<file path="config.mk">
export PLATFORM = sky130hd
export DESIGN_NAME = sid_bus_master
export DESIGN_NICKNAME = d
export VERILOG_FILES = /design/src/rtl/sid_bus_master.sv
export SDC_FILE = /design/constraint.sdc
export NUM_CORES = 1
export LEC_CHECK = 0
export BUFFER_PORTS_ARGS = -buffer_cell sky130_fd_sc_hd__buf_2
export CAP_MARGIN = 20
export CORE_MARGIN = 2
export CORE_UTILIZATION = 52
export DETAILED_ROUTE_END_ITERATION = 12
export PLACE_DENSITY = 0.73
export SLEW_MARGIN = 30
export SYNTH_ARGS = -nofsm -noshare
export SYNTH_HDL_FRONTEND = slang
export SYNTH_SLANG_ARGS = --single-unit
</file>
<file path="constraint.sdc">
create_clock -name clk -period 3.2 [get_ports clk]
set_input_delay 0.48 -clock clk [delete_from_list [all_inputs] [get_ports clk]]
set_output_delay 0.48 -clock clk [all_outputs]
set_load 0.01 [all_outputs]
</file>
<file path="src/rtl/sid_bus_master.sv">
// sid_bus_master: bus initiator for the SID register interface.
// Commands (rw, addr, data) are queued in a small FIFO and replayed as
// SETUP / STROBE / HOLD bus cycles on CEb, RWb, reg_addr and bus_out.
// Optional feature macro: SID_BUS_READ_EN. When defined, read commands run
// a bus cycle and return the captured bus_in value on rsp_valid/rsp_data.
// When undefined, read commands are popped and dropped without a bus cycle.
module sid_bus_master #(
    parameter int DEPTH  = 4,
    parameter int SETUP  = 1,
    parameter int STROBE = 2,
    parameter int HOLD   = 1
) (
    input  logic       clk,
    input  logic       rst,
    input  logic       cmd_valid,
    output logic       cmd_ready,
    input  logic       cmd_rw,
    input  logic [5:0] cmd_addr,
    input  logic [7:0] cmd_data,
    output logic       rsp_valid,
    output logic [7:0] rsp_data,
    output logic       busy,
    output logic       RWb,
    output logic       CEb,
    output logic [5:0] reg_addr,
    output logic [7:0] bus_out,
    input  logic [7:0] bus_in
);

    localparam int AW   = (DEPTH > 1) ? $clog2(DEPTH) : 1;
    localparam int PMAX = (SETUP > STROBE) ? ((SETUP > HOLD) ? SETUP : HOLD)
                                           : ((STROBE > HOLD) ? STROBE : HOLD);
    localparam int CW   = $clog2(PMAX + 1);

    localparam logic [AW:0]   CNT_FULL = (AW + 1)'(DEPTH);
    localparam logic [AW:0]   CNT_ONE  = (AW + 1)'(1);
    localparam logic [AW:0]   CNT_ZERO = (AW + 1)'(0);
    localparam logic [AW-1:0] PTR_ONE  = AW'(1);
    localparam logic [AW-1:0] PTR_ZERO = AW'(0);
    localparam logic [CW-1:0] PH_SETUP = CW'(SETUP);
    localparam logic [CW-1:0] PH_STROB = CW'(STROBE);
    localparam logic [CW-1:0] PH_HOLD  = CW'(HOLD);
    localparam logic [CW-1:0] PH_ONE   = CW'(1);
    localparam logic [CW-1:0] PH_ZERO  = CW'(0);

    typedef enum logic [1:0] {
        ST_IDLE  = 2'd0,
        ST_SETUP = 2'd1,
        ST_STROB = 2'd2,
        ST_HOLD  = 2'd3
    } state_t;

    // ---------------- command FIFO ----------------
    logic [14:0]   mem_q [DEPTH];
    logic [AW-1:0] wr_ptr_q, wr_ptr_d;
    logic [AW-1:0] rd_ptr_q, rd_ptr_d;
    logic [AW:0]   count_q, count_d;
    logic          push_s, pop_s, empty_s, full_s;
    logic [14:0]   head_s;
    logic          head_skip_s;

    assign full_s  = (count_q == CNT_FULL);
    assign empty_s = (count_q == CNT_ZERO);
    assign push_s  = cmd_valid && !full_s;
    assign head_s  = mem_q[rd_ptr_q];

`ifdef SID_BUS_READ_EN
    assign head_skip_s = 1'b0;
`else
    // Reads are dropped at the head of the queue when read support is off.
    assign head_skip_s = head_s[14];
`endif

    // FIFO pointer and occupancy next-state.
    always_comb begin
        wr_ptr_d = wr_ptr_q;
        rd_ptr_d = rd_ptr_q;
        count_d  = count_q;
        if (push_s) begin
            wr_ptr_d = wr_ptr_q + PTR_ONE;
        end else begin
            wr_ptr_d = wr_ptr_q;
        end
        if (pop_s) begin
            rd_ptr_d = rd_ptr_q + PTR_ONE;
        end else begin
            rd_ptr_d = rd_ptr_q;
        end
        case ({push_s, pop_s})
            2'b10:   count_d = count_q + CNT_ONE;
            2'b01:   count_d = count_q - CNT_ONE;
            default: count_d = count_q;
        endcase
    end

    // FIFO pointer and occupancy registers; reset flushes the queue.
    always_ff @(posedge clk) begin
        if (rst) begin
            wr_ptr_q <= PTR_ZERO;
            rd_ptr_q <= PTR_ZERO;
            count_q  <= CNT_ZERO;
        end else begin
            wr_ptr_q <= wr_ptr_d;
            rd_ptr_q <= rd_ptr_d;
            count_q  <= count_d;
        end
    end

    // FIFO storage; stale entries are harmless because the pointers gate them.
    always_ff @(posedge clk) begin
        if (push_s) begin
            mem_q[wr_ptr_q] <= {cmd_rw, cmd_addr, cmd_data};
        end
    end

    // ---------------- bus cycle sequencer ----------------
    state_t        state_q, state_d;
    logic [CW-1:0] cnt_q, cnt_d;
    logic          rwb_q, rwb_d;
    logic          ceb_q, ceb_d;
    logic [5:0]    addr_q, addr_d;
    logic [7:0]    bus_out_q, bus_out_d;
    logic          launch_s;
`ifdef SID_BUS_READ_EN
    logic          rsp_valid_q, rsp_valid_d;
    logic [7:0]    rsp_data_q, rsp_data_d;
`endif

    // Phase sequencing and next bus output values.
    always_comb begin
        state_d   = state_q;
        cnt_d     = cnt_q;
        rwb_d     = rwb_q;
        ceb_d     = ceb_q;
        addr_d    = addr_q;
        bus_out_d = bus_out_q;
        launch_s  = 1'b0;
        pop_s     = 1'b0;
`ifdef SID_BUS_READ_EN
        rsp_valid_d = 1'b0;
        rsp_data_d  = rsp_data_q;
`endif
        case (state_q)
            ST_IDLE: begin
                launch_s = !empty_s;
            end
            ST_SETUP: begin
                if (cnt_q == PH_ONE) begin
                    state_d = ST_STROB;
                    cnt_d   = PH_STROB;
                    ceb_d   = 1'b0;
                end else begin
                    cnt_d = cnt_q - PH_ONE;
                end
            end
            ST_STROB: begin
                if (cnt_q == PH_ONE) begin
                    state_d = ST_HOLD;
                    cnt_d   = PH_HOLD;
                    ceb_d   = 1'b1;
                    rwb_d   = 1'b1;
`ifdef SID_BUS_READ_EN
                    if (rwb_q) begin
                        rsp_valid_d = 1'b1;
                        rsp_data_d  = bus_in;
                    end else begin
                        rsp_valid_d = 1'b0;
                        rsp_data_d  = rsp_data_q;
                    end
`endif
                end else begin
                    cnt_d = cnt_q - PH_ONE;
                end
            end
            ST_HOLD: begin
                if (cnt_q == PH_ONE) begin
                    state_d  = ST_IDLE;
                    launch_s = !empty_s;
                end else begin
                    cnt_d = cnt_q - PH_ONE;
                end
            end
            default: begin
                state_d = ST_IDLE;
                cnt_d   = PH_ZERO;
                ceb_d   = 1'b1;
                rwb_d   = 1'b1;
            end
        endcase

        // Starting a new command pops the FIFO; dropped reads leave the bus idle.
        if (launch_s) begin
            pop_s = 1'b1;
            if (head_skip_s) begin
                state_d = ST_IDLE;
            end else begin
                state_d   = ST_SETUP;
                cnt_d     = PH_SETUP;
                ceb_d     = 1'b1;
                rwb_d     = head_s[14];
                addr_d    = head_s[13:8];
                bus_out_d = head_s[7:0];
            end
        end else begin
            pop_s = 1'b0;
        end
    end

    // Sequencer state, phase counter and registered bus outputs.
    always_ff @(posedge clk) begin
        if (rst) begin
            state_q   <= ST_IDLE;
            cnt_q     <= PH_ZERO;
            rwb_q     <= 1'b1;
            ceb_q     <= 1'b1;
            addr_q    <= 6'h00;
            bus_out_q <= 8'h00;
`ifdef SID_BUS_READ_EN
            rsp_valid_q <= 1'b0;
            rsp_data_q  <= 8'h00;
`endif
        end else begin
            state_q   <= state_d;
            cnt_q     <= cnt_d;
            rwb_q     <= rwb_d;
            ceb_q     <= ceb_d;
            addr_q    <= addr_d;
            bus_out_q <= bus_out_d;
`ifdef SID_BUS_READ_EN
            rsp_valid_q <= rsp_valid_d;
            rsp_data_q  <= rsp_data_d;
`endif
        end
    end

    assign cmd_ready = !full_s;
    assign busy      = (state_q != ST_IDLE) || !empty_s;
    assign RWb       = rwb_q;
    assign CEb       = ceb_q;
    assign reg_addr  = addr_q;
    assign bus_out   = bus_out_q;

`ifdef SID_BUS_READ_EN
    assign rsp_valid = rsp_valid_q;
    assign rsp_data  = rsp_data_q;
`else
    logic unused_bus_in_s;
    assign unused_bus_in_s = ^bus_in;
    assign rsp_valid       = 1'b0;
    assign rsp_data        = 8'h00;
`endif

endmodule
</file>
==> results_dict.tcl <==
set metrics [dict create \
    power_frac_clock_pct 21.1 \
    finalWirelength_mm 6.21 \
    p_seq_share_pct 45.9 \
    final_common_cell "edfxtp_1" \
    port_buffers 35 \
    grt_max_degree 44 \
    hold_depth 1 \
    drt_iter0_markers 126 \
    most-common-layout-cells "60 x edfxtp_1, 35 x buf_2, 30 x nand2b_1, 29 x dfxtp_1" \
    reg2reg_depth 10 \
    synth_seq_cells 89 \
    cts.sinks 89 \
    grt_pass1_vias 2106 \
    worstReg2RegStart "state_q[0]" \
    min_period_over_period_pct 86.9 \
    cts_root_buf "clkbuf_8" \
    initial_core_util_pct 53.2 \
    final_cells 393 \
    cp-start-kind "register" \
    ir_drop_uv 330 \
    avgRoutedWirePerCell_um 15.8 \
    avgSynthCellArea_sq_um 15.0 \
    synth-edff-count 60 \
    whs_ns 0.341 \
    post_drt_via_cell_ratio 5.32 \
    grt_use_total_pct 16.8 \
    cp-startpoint "state_q[0]" \
    critPathMaxFanout 11 \
    rsz0062_at_grt "no" \
    post-dp-hpwl_mm 3.83 \
    min_from "cmd_data[2]" \
    grt-ovfl-total 0 \
    slew_headroom_pct 37.9 \
    antenna_found_initial 0 \
    end_kind "register" \
    clk_path_buf_depth 2 \
    p_comb_share_pct 33.0 \
    ctsHoldBuffers 0 \
    die_w_um 89.7 \
    status "finished, final reports clean" \
    die_area_sq_um 8050 \
    dp.cells 377 \
    async_flop_share_pct 0 \
    maxCapViolations 0 \
    htree_levels 3 \
    drcViolationCount 0 \
    swShare_pct 32.6 \
    worstPathArrival_ns 3.06 \
    area_delta_synth_final_pct 9.89 \
    fin_total_pwr_mw 3.33 \
    clock_latency_ns 0.35 \
    nNetsFinal 330 \
    synth_warnings 0 \
    syn_inst 254 \
    first_pass_iters 4 \
    drive_above_1_share_pct 23.1 \
    pin_count 53 \
    fmax_mhz 360 \
    worstMarginPinSlew_ns 0.932 \
    synthFlopType "edfxtp_1" \
    post_cts_buffers 0 \
    fin_crit_ns 2.78 \
    internal_power_mw 2.25 \
    worstSetupPathType "register to register" \
    gp_congestion 0.746 \
    final-setup-viol-count 0 \
    numCtsBuffers 9 \
    min_path_type "input pin to register" \
    timing_hold_violations_final 0 \
    vias 2091 \
    ant_nets 0 \
    rows 31 \
    p_switching_mw 1.09 \
    die_h_um 89.7 \
    skew_ns 0.00824 \
    powerDensity_nw_per_um2 794 \
    p_leak_nw 1.61 \
    core-area_sq_um 7180 \
    syn_area_sq_um 3820 \
    synth.distinct_cells 43 \
    drv_slew 0 \
    cts_resized 0 \
    setup_tns_ns 0 \
    ys_seq_area_share_pct 62.4 \
    grt_pass1_wl_mm 10.5 \
    num_antenna_cells 0 \
    cts_tree "built" \
    cts.clk_slew.worst_paths_ns 0.09 \
    worstPathRequired_ns 3.48 \
]
final cells by class:
class                           instances  area [sq um]
Fill cell                             583          2980
Sequential cell                        89          2380
Multi-Input combinational cell        141          1280
Timing Repair Buffer                   37           190
Clock buffer                           11           141
Tap cell                               99           124
Inverter                               11          41.3
Clock inverter                          5          37.5
stage by stage:
| stage | util, % | area, sq um | setup slack (ns) |
|---|---|---|---|
| after floorplan | - | 3850 | 0.594 |
| after global placement | 56.0 | 4020 | 0.532 |
| after detailed placement | 56.0 | 4020 | 0.442 |
| after CTS | 58.5 | 4200 | 0.429 |
| after global routing | 58.5 | 4200 | 0.267 |
| final | 58.5 | 4200 | 0.421 |
kinds of logic (layout without fill, tap and decap cells):
family          Yosys count  in the layout  share of synthesized area, %
xor+xnor                  2              2                         0.459
fa+ha+maj                15             15                          5.11
simple gates             58             58                          9.27
buf+inv                  32             64                          4.88
mux                      30             30                          13.1
flops                    89             89                          62.4
compound gates           27             27                          4.72
other cells               1              9                        0.0982
worst paths after layout:
kind	end	slack, ns
worst max-delay path	count_q[2]	0.42
worst min-delay path	mem_q[2][2]	0.34
worst max register to register	count_q[2]	0.42
worst min register to register	bus_out[7]	0.48
routing by layer:
layer | vias to the layer above | global-route usage (%) | part of all wire, %
met5 | - | 0 | 0
met4 | 0 | 5.00 | 0.82
met3 | 5 | 4.78 | 4.8
met2 | 51 | 27.7 | 49
met1 | 1043 | 21.9 | 45
li1 | 992 | - | -
flip-flops by register name (all words and copies together) (netlist names), named ones only:
register and count:
wr_ptr_q 2, count_q 3, rd_ptr_q 2, state_q 2, cnt_q 2, reg_addr 6
CEb 1, RWb 1, mem_q 60, bus_out 8
synth_stat cells, types with 4 or more instances:
cell / count / share of area [%]
a21oi_1: 10 / 1.3
and3_1: 4 / 0.65
buf_4: 9 / 1.8
clkbuf_1: 7 / 0.69
dfxtp_1: 29 / 15
edfxtp_1: 60 / 47
ha_1: 14 / 4.6
inv_1: 11 / 1.1
mux2i_1: 14 / 3.7
mux4_2: 12 / 7.1
nand2b_1: 30 / 4.9
nor2_1: 4 / 0.39
power by group through the flow:
stage	clock (mW)	combinational (mW)	sequential [mW]
2_1_floorplan	0	0.863	1.57
3_3_place_gp	0	1.07	1.55
3_5_place_dp	0	1.10	1.56
4_1_cts	0.725	1.11	1.53
5_1_grt	0.780	1.23	1.56
6_report	0.703	1.10	1.53
critical path, cell delays in order, from the launching register on:
cell and delay [ns]:
dfxtp_1 0.42, inv_1 0.11, ha_1 0.43, or3_1 0.43, inv_1 0.09, ha_1 0.18
inv_1 0.06, fa_1 0.37, xor2_1 0.16, or3_1 0.31, a21oi_1 0.15
(Power assumes the default switching activity.)
